### src/rtl/lvds_tx_sequencer.sv
// rtl/lvds_tx_sequencer.sv - word-slot sequencer feeding I/Q data words to an LVDS serializer.
// Each sample period spends PREP_WORDS slots preparing, then one slot presenting the data word.
module lvds_tx_sequencer #(
  parameter int          PREP_WORDS = 8,
  parameter logic [12:0] CW_LEVEL   = 13'h0FFF
) (
  input  logic        clk,
  input  logic        reset,
  input  logic        i_word_done,
  input  logic        i_transmit,
  input  logic        i_abort,
  input  logic        i_reg_cw,
  input  logic        i_msg_done,
  input  logic [12:0] i_sample_i,
  input  logic [12:0] i_sample_q,
  output logic        o_gen_enable,
  output logic [31:0] o_tx_data,
  output logic        o_busy,
  output logic        o_msg_end,
  output logic [15:0] o_word_count
);

  typedef enum logic [1:0] {
    IDLE     = 2'd0,
    PREPARE  = 2'd1,
    TRANSMIT = 2'd2
  } state_t;

  localparam logic [31:0] TERM_WORD = 32'h8000_4000;
  localparam logic [3:0]  LAST_CNT  = 4'(PREP_WORDS - 1);

  state_t      state, state_n;
  logic [3:0]  cnt, cnt_n;
  logic        wd_d, tr_d;
  logic        start_pend, start_pend_n;
  logic        abort_pend, abort_pend_n;
  logic        done_l, done_l_n;
  logic        entry, entry_n;
  logic [31:0] tx_data_n;
  logic [15:0] word_count_n;
  logic        msg_end_n;

  logic        word_ev;
  logic        tr_edge;
  logic [12:0] sel_i, sel_q;
  logic [31:0] data_word;
  logic [15:0] count_inc;

  assign word_ev   = i_word_done & ~wd_d;
  assign tr_edge   = i_transmit & ~tr_d;
  assign sel_i     = i_reg_cw ? CW_LEVEL : i_sample_i;
  assign sel_q     = i_reg_cw ? CW_LEVEL : i_sample_q;
  assign data_word = {2'b10, sel_i, 1'b1, 2'b01, sel_q, 1'b0};
  assign count_inc = (o_word_count == 16'hFFFF) ? o_word_count : o_word_count + 16'd1;

  // gen_enable is qualified combinationally so a done flag latched during entry suppresses it
  assign o_gen_enable = entry & ~done_l;
  assign o_busy       = (state != IDLE);

  always_ff @(posedge clk) begin
    if (reset) begin
      state        <= IDLE;
      cnt          <= 4'd0;
      wd_d         <= 1'b1;
      tr_d         <= 1'b1;
      start_pend   <= 1'b0;
      abort_pend   <= 1'b0;
      done_l       <= 1'b0;
      entry        <= 1'b0;
      o_tx_data    <= 32'd0;
      o_word_count <= 16'd0;
      o_msg_end    <= 1'b0;
    end else begin
      state        <= state_n;
      cnt          <= cnt_n;
      wd_d         <= i_word_done;
      tr_d         <= i_transmit;
      start_pend   <= start_pend_n;
      abort_pend   <= abort_pend_n;
      done_l       <= done_l_n;
      entry        <= entry_n;
      o_tx_data    <= tx_data_n;
      o_word_count <= word_count_n;
      o_msg_end    <= msg_end_n;
    end
  end

  always_comb begin
    state_n      = state;
    cnt_n        = cnt;
    start_pend_n = start_pend;
    abort_pend_n = abort_pend;
    done_l_n     = done_l;
    entry_n      = 1'b0;
    tx_data_n    = o_tx_data;
    word_count_n = o_word_count;
    msg_end_n    = 1'b0;

    case (state)
      IDLE: begin
        done_l_n     = 1'b0;
        abort_pend_n = 1'b0;
        if (word_ev) begin
          tx_data_n = 32'd0;
          if (start_pend) begin
            cnt_n        = 4'd0;
            word_count_n = 16'd0;
            start_pend_n = 1'b0;
            entry_n      = 1'b1;
            state_n      = PREPARE;
          end
        end
      end
      PREPARE: begin
        if (word_ev) begin
          if (abort_pend) begin
            tx_data_n    = TERM_WORD;
            msg_end_n    = 1'b1;
            abort_pend_n = 1'b0;
            state_n      = IDLE;
          end else begin
            cnt_n = cnt + 4'd1;
            if (cnt == LAST_CNT) begin
              tx_data_n    = data_word;
              word_count_n = count_inc;
              state_n      = TRANSMIT;
            end
          end
        end
      end
      TRANSMIT: begin
        if (word_ev) begin
          if (abort_pend || done_l) begin
            tx_data_n    = TERM_WORD;
            msg_end_n    = 1'b1;
            abort_pend_n = 1'b0;
            state_n      = IDLE;
          end else begin
            tx_data_n = 32'd0;
            cnt_n     = 4'd0;
            entry_n   = 1'b1;
            state_n   = PREPARE;
          end
        end
      end
      default: state_n = IDLE;
    endcase

    if (state != IDLE && i_msg_done) done_l_n = 1'b1;
    // abort is applied last so it overrides a same-cycle transmit edge
    if (tr_edge) start_pend_n = 1'b1;
    if (i_abort) begin
      start_pend_n = 1'b0;
      if (state != IDLE) abort_pend_n = 1'b1;
    end
  end

endmodule

### config.mk
export PLATFORM = sky130hd
export DESIGN_NAME = lvds_tx_sequencer
export DESIGN_NICKNAME = d
export VERILOG_FILES = /design/src/rtl/lvds_tx_sequencer.sv
export SDC_FILE = /design/constraint.sdc
export NUM_CORES = 1
export LEC_CHECK = 0
export BUFFER_PORTS_ARGS = -buffer_cell sky130_fd_sc_hd__buf_2
export CORE_UTILIZATION = 51
export CTS_CLUSTER_DIAMETER = 200
export DETAILED_ROUTE_END_ITERATION = 10
export PLACE_DENSITY = 0.79
export SYNTH_ARGS = -nofsm -noshare
export SYNTH_HDL_FRONTEND = slang
export SYNTH_SLANG_ARGS = --single-unit
### constraint.sdc
create_clock -name clk -period 2.6 [get_ports clk]
set_clock_uncertainty 0.15 [all_clocks]
set_input_delay 0.52 -clock clk [delete_from_list [all_inputs] [get_ports clk]]
set_output_delay 0.52 -clock clk [all_outputs]
set_load 0.02 [all_outputs]
=== Yosys cells after proc, flatten, opt, wreduce, memory -nomap -nowiden ===
Cells that the tools add are included.

* Bits of input ports: 33
* Flip-flop bits (word level): 61
* Output and inout bits: 51

* Bitwise logic cells: 6
* Add/sub/neg operators: 2
* Reductions and logical operators: 15
* Equal/unequal tests: 13
* Mux-type cells: 52

{| class="wikitable"
|+ Operators by type and width
! cell !! count
|-
| 32-bit two-way mux || 6
|-
| 16-bit two-way mux || 6
|-
| 32-bit one-hot mux with 3 select lines || 1
|-
| 16-bit one-hot mux with 2 select lines || 1
|-
| 13-bit two-way mux || 2
|-
| 4-bit two-way mux || 6
|-
| 1-bit two-way mux || 19
|-
| 16-bit by 1-bit adder with 16-bit output (second input constant) || 1
|-
| 16-bit == test (second input constant) || 1
|-
| 2-bit != test (second input constant) || 8
|-
| 7-bit AND reduction || 2
|-
| 2-bit two-way mux || 6
|-
| 4-bit one-hot mux with 3 select lines || 1
|-
| 5-bit AND reduction || 2
|-
| 2-bit nonzero test || 5
|-
| 2-bit one-hot mux with 3 select lines || 1
|-
| 4-bit by 1-bit adder with 4-bit output (second input constant) || 1
|-
| 4-bit by 3-bit == test with 1-bit output (second input constant) || 1
|-
| 1-bit one-hot mux with 2 select lines || 2
|-
| 1-bit AND || 3
|-
| 3-bit != test (second input constant) || 1
|-
| 1-bit NOT || 3
|-
| 1-bit one-hot mux with 3 select lines || 1
|-
| 3-bit nonzero test || 1
|-
| 7 further kinds || 7
|}

=== Longest topological paths before layout ===
* Depth in word-level cells: 6
* Mapped depth: 9

=== Worst setup path before layout ===
No wires, ideal clock.

* Path kind: register to register
* From: register state[0]
* To: register cnt[3]
* Setup time: 0.070 ns
* Arrival time: 1.863 ns
* Buffers on the path: 1
* Slack: 0.516 ns
* Stages on the path, launching flop included: 9
* Cells stage by stage: dfxtp_1 -> inv_1 -> ha_1 -> buf_6 -> nor3_4 -> o21ai_2 -> or2_4 -> or4_1 -> a21oi_1

* Cells in the longest elaborated chain, start to end: 3
* Elaborated cells on any way between the ends: 12
* Classes of those cells: 8 x eq/ne; 1 x mux; 3 x reduce/logical

{| class="wikitable"
|+ Ends and longest elaborated chain
! element !! line !! source
|-
| from (decl) || 32 || <nowiki>state_t state, state_n;</nowiki>
|-
| from (signal assigned) || 74 || <nowiki>state <= state_n;</nowiki>
|-
| 2-bit == test, or another cell as far along || 99 || <nowiki>case (state)</nowiki>
|-
| 2-bit != test (no source line) / 3-bit nonzero test (equally long branches) || n/a ||
|-
| 7-bit AND reduction (no source line) || n/a ||
|-
| to (signal assigned) || 75 || <nowiki>cnt <= cnt_n;</nowiki>
|-
| to (decl) || 33 || <nowiki>logic [3:0] cnt, cnt_n;</nowiki>
|}

Several ways; a longest one is shown, not always the timed one.
A chain may end at the register's enable or synchronous reset.

=== Final worst setup path ===
* From: register state[1]
* To: register cnt[3]

Same word-level chain as after synthesis.

==> metrics.csv <==
stage,metric,value,unit
global_route,largest net degree at the start of global routing,33,
clock_network,htree depth,3,
logic_synthesis,Post-Syn Instances,344,
job,max_cap viols,0,
die,Die Width,76.1,um
die,core area,0.00520,mm^2
logic_synthesis,most frequent cell after synthesis,dfxtp_1,
timing,fin crit period,2290,ps
logic_synthesis,sequential share of the synthesized area,0.407,
timing,Hold Fails Final Rpt,0,
worst_setup_path,startpoint types,flip-flop,
worst_setup_path,Crit path largest cell delay,460,ps
global_route,GRT Total Usage,0.246,
clock_network,Clock Latency Late Sink,340,ps
placed_design,Port Buf Inserts,80,
logic_synthesis,largest area contributor in the netlist,dfxtp_1,
worst_setup_path,CP max-delay cell,or4_1,
clock_network,CTS max path bufs,2,
worst_setup_path,"Data arrival, critical path",2400,ps
die,I/O pins,84,
timing,Max Fclk,437,MHz
global_route,initial antenna violation count,0,
placed_design,RePlAce Congestion,0.823,
logic_synthesis,top cell type's share of synthesized area,0.407,
worst_setup_path,critical path data required time,2710,ps
final_layout,Antenna diodes,0,
routing,Final Routed Wirelength,6720,um
die,Die Y,76.1,um
clock_network,CTS Root Cell,clkbuf_8,
logic_synthesis,Synth async-reset ratio,0,
routing,Remaining DRCs,0,
clock_network,CTS Buf Count,9,
logic_synthesis,Post-synth EDFFs,0,
global_route,global-route wire length before repair,11600,um
power_and_ir_drop,worst vdd ir,0.400,mV
logic_synthesis,top_reg_cell synth,dfxtp_1,
global_route,remaining global-route overflow,0,
timing,fin. max-slew vios,0,
logic_synthesis,Synth area leaders,"dfxtp_1 (41%), a21oi_1 (8.0%), o21ai_0 (5.5%)",
logic_synthesis,most frequent cells after synthesis,"dfxtp_1 (57), a21oi_1 (45), nand2_1 (41)",
routing,vias per cell,5.56,
final_layout,share of cells above drive strength 1,0.278,
worst_setup_path,Setup crit end kind,flip-flop,
timing,setup violators final,0,
clock_network,"Reg clk slew, reported paths",60,ps
routing,Detailed Routing Iterations Pass 1,4,
timing,Final period util,0.879,
final_layout,Syn-to-layout area delta,23.2,%
worst_setup_path,CP Cell Sequence,"inv_1, ha_1, nor3_4, o21ai_2, or2_4, or4_1, a21oi_1",
power_and_ir_drop,pwr dens,565,mW/mm^2
timing,Hold Slack,235,ps
logic_synthesis,Post-Synthesis Cell Area,0.00280,mm^2
final_layout,FILL cells,457,
clock_network,Post-CTS Setup Repair Bufs,0,
die,die area,0.00580,mm^2
routing,DR iter-0 viols,159,
placed_design,DP HPWL,4600,um
logic_synthesis,post-synthesis cell type count,56,
routing,WL/cell,13.6,um
clock_network,CTS Hold Bufs,0,
logic_synthesis,Synth Register Bits,57,
logic_synthesis,YS warnings,0,
clock_network,CTS resizes,0,
final_layout,Nets,460,
timing,RSZ-0062 raised after global routing,false,
status,run status,finished clean,
timing,final setup TNS,0,ps
die,site row count,26,
logic_synthesis,Syn Area/Cell,8.15,um^2
clock_network,CTS tree,done,
clock_network,CTS sink cnt,57,
worst_setup_path,Crit Path Max Fanout,10,
routing,vias,2747,
power_and_ir_drop,leakage,1.45,nW
routing,Final ANT Viol Nets,0,
global_route,vias in the first global route,2612,
worst_setup_path,crit path kind,flip-flop to flip-flop,
die,starting density of the core,0.539,
min_path,worst min path class,input port to flip-flop,
[flip-flops by register name (all words and copies together), names as in the netlist, named ones only]
| name | flops |
|---|---|
| o_tx_data | 28 |
| o_word_count | 16 |
| cnt | 4 |
| state | 2 |
| done_l | 1 |
| entry | 1 |
| o_msg_end | 1 |
| start_pend | 1 |
| tr_d | 1 |
| wd_d | 1 |
[cells by family after synthesis]
| family | count (synthesis) | synth area share |
|---|---|---|
| muxes | 5 | 0.0183 |
| other | 1 | 0.00134 |
| adders and majority gates | 7 | 0.0312 |
| buffers and inverters | 37 | 0.0620 |
| and+or+nand+nor | 133 | 0.266 |
| DFF | 57 | 0.407 |
| AOI/OAI and AO/OA | 104 | 0.215 |
[critical path, delay by kind of cell (launching register included)]
kind                       cells  cell delay, ps
DFF                            1             380
buffers and inverters          1             100
AOI/OAI and AO/OA              2             250
and+or+nand+nor                3            1010
adders and majority gates      1             320
[power breakdown]
part           total (W)  internal, W  switching (W)
sequential      0.000884     0.000879     0.00000513
combinational   0.000182    0.0000624       0.000120
clock           0.000886     0.000534       0.000352
total            0.00195      0.00148       0.000477
[worst paths after layout]
check,startpoint,end,slack (ps),cells after the start
worst max-delay path,state[1],cnt[3],310,7
worst min-delay path,i_abort,start_pend,230,2
worst max register to register,state[1],cnt[3],310,7
worst min register to register,o_tx_data[19],o_tx_data[19],300,2
[per-layer routing]
layer,global-route usage,vias to the layer above,share of wire
li1,-,1381,-
met1,0.301,1268,0.45
met2,0.402,87,0.47
met3,0.0790,11,0.064
met4,0.0981,0,0.013
met5,0,-,0
[cell usage in the layout, fill, tap and decap left out, types with 5 or more instances in the layout]
master / netlist / layout
clkbuf_8: 0 / 9
a31oi_1: 6 / 6
inv_1: 10 / 10
dfxtp_1: 57 / 57
ha_1: 7 / 7
nor2_1: 23 / 23
nor3_1: 5 / 5
buf_4: 4 / 10
a21oi_1: 45 / 45
or3_1: 6 / 6
o21ai_0: 31 / 31
buf_2: 3 / 80
nand3_1: 12 / 12
nand2_1: 41 / 41
and3_1: 5 / 5
[cell type report]
cell class / instances / area [um^2] / area share
clock buffers: 10 / 128 / 0.0370
inverters: 10 / 37.5 / 0.0109
repair buffers: 90 / 475 / 0.138
clock inverters: 5 / 81.3 / 0.0236
well taps: 70 / 87.6 / 0.0254
multi-input cells: 252 / 1500 / 0.435
flip-flops and latches: 57 / 1140 / 0.330
[per-stage QoR]
| step | cells | util | area (um^2) | worst slack, ps | power, W |
|---|---|---|---|---|---|
| 2_1_floorplan | 346 | - | 2810 | 516 | 0.00103 |
| 3_3_place_gp | 476 | 0.619 | 3220 | 243 | 0.00108 |
| 3_5_place_dp | 476 | 0.619 | 3220 | 185 | 0.00108 |
| 4_1_cts | 491 | 0.659 | 3430 | 167 | 0.00196 |
| 5_1_grt | 494 | 0.663 | 3450 | 131 | 0.00203 |
| 6_report | 494 | 0.663 | 3450 | 313 | 0.00195 |
(Power assumes the default switching activity.)
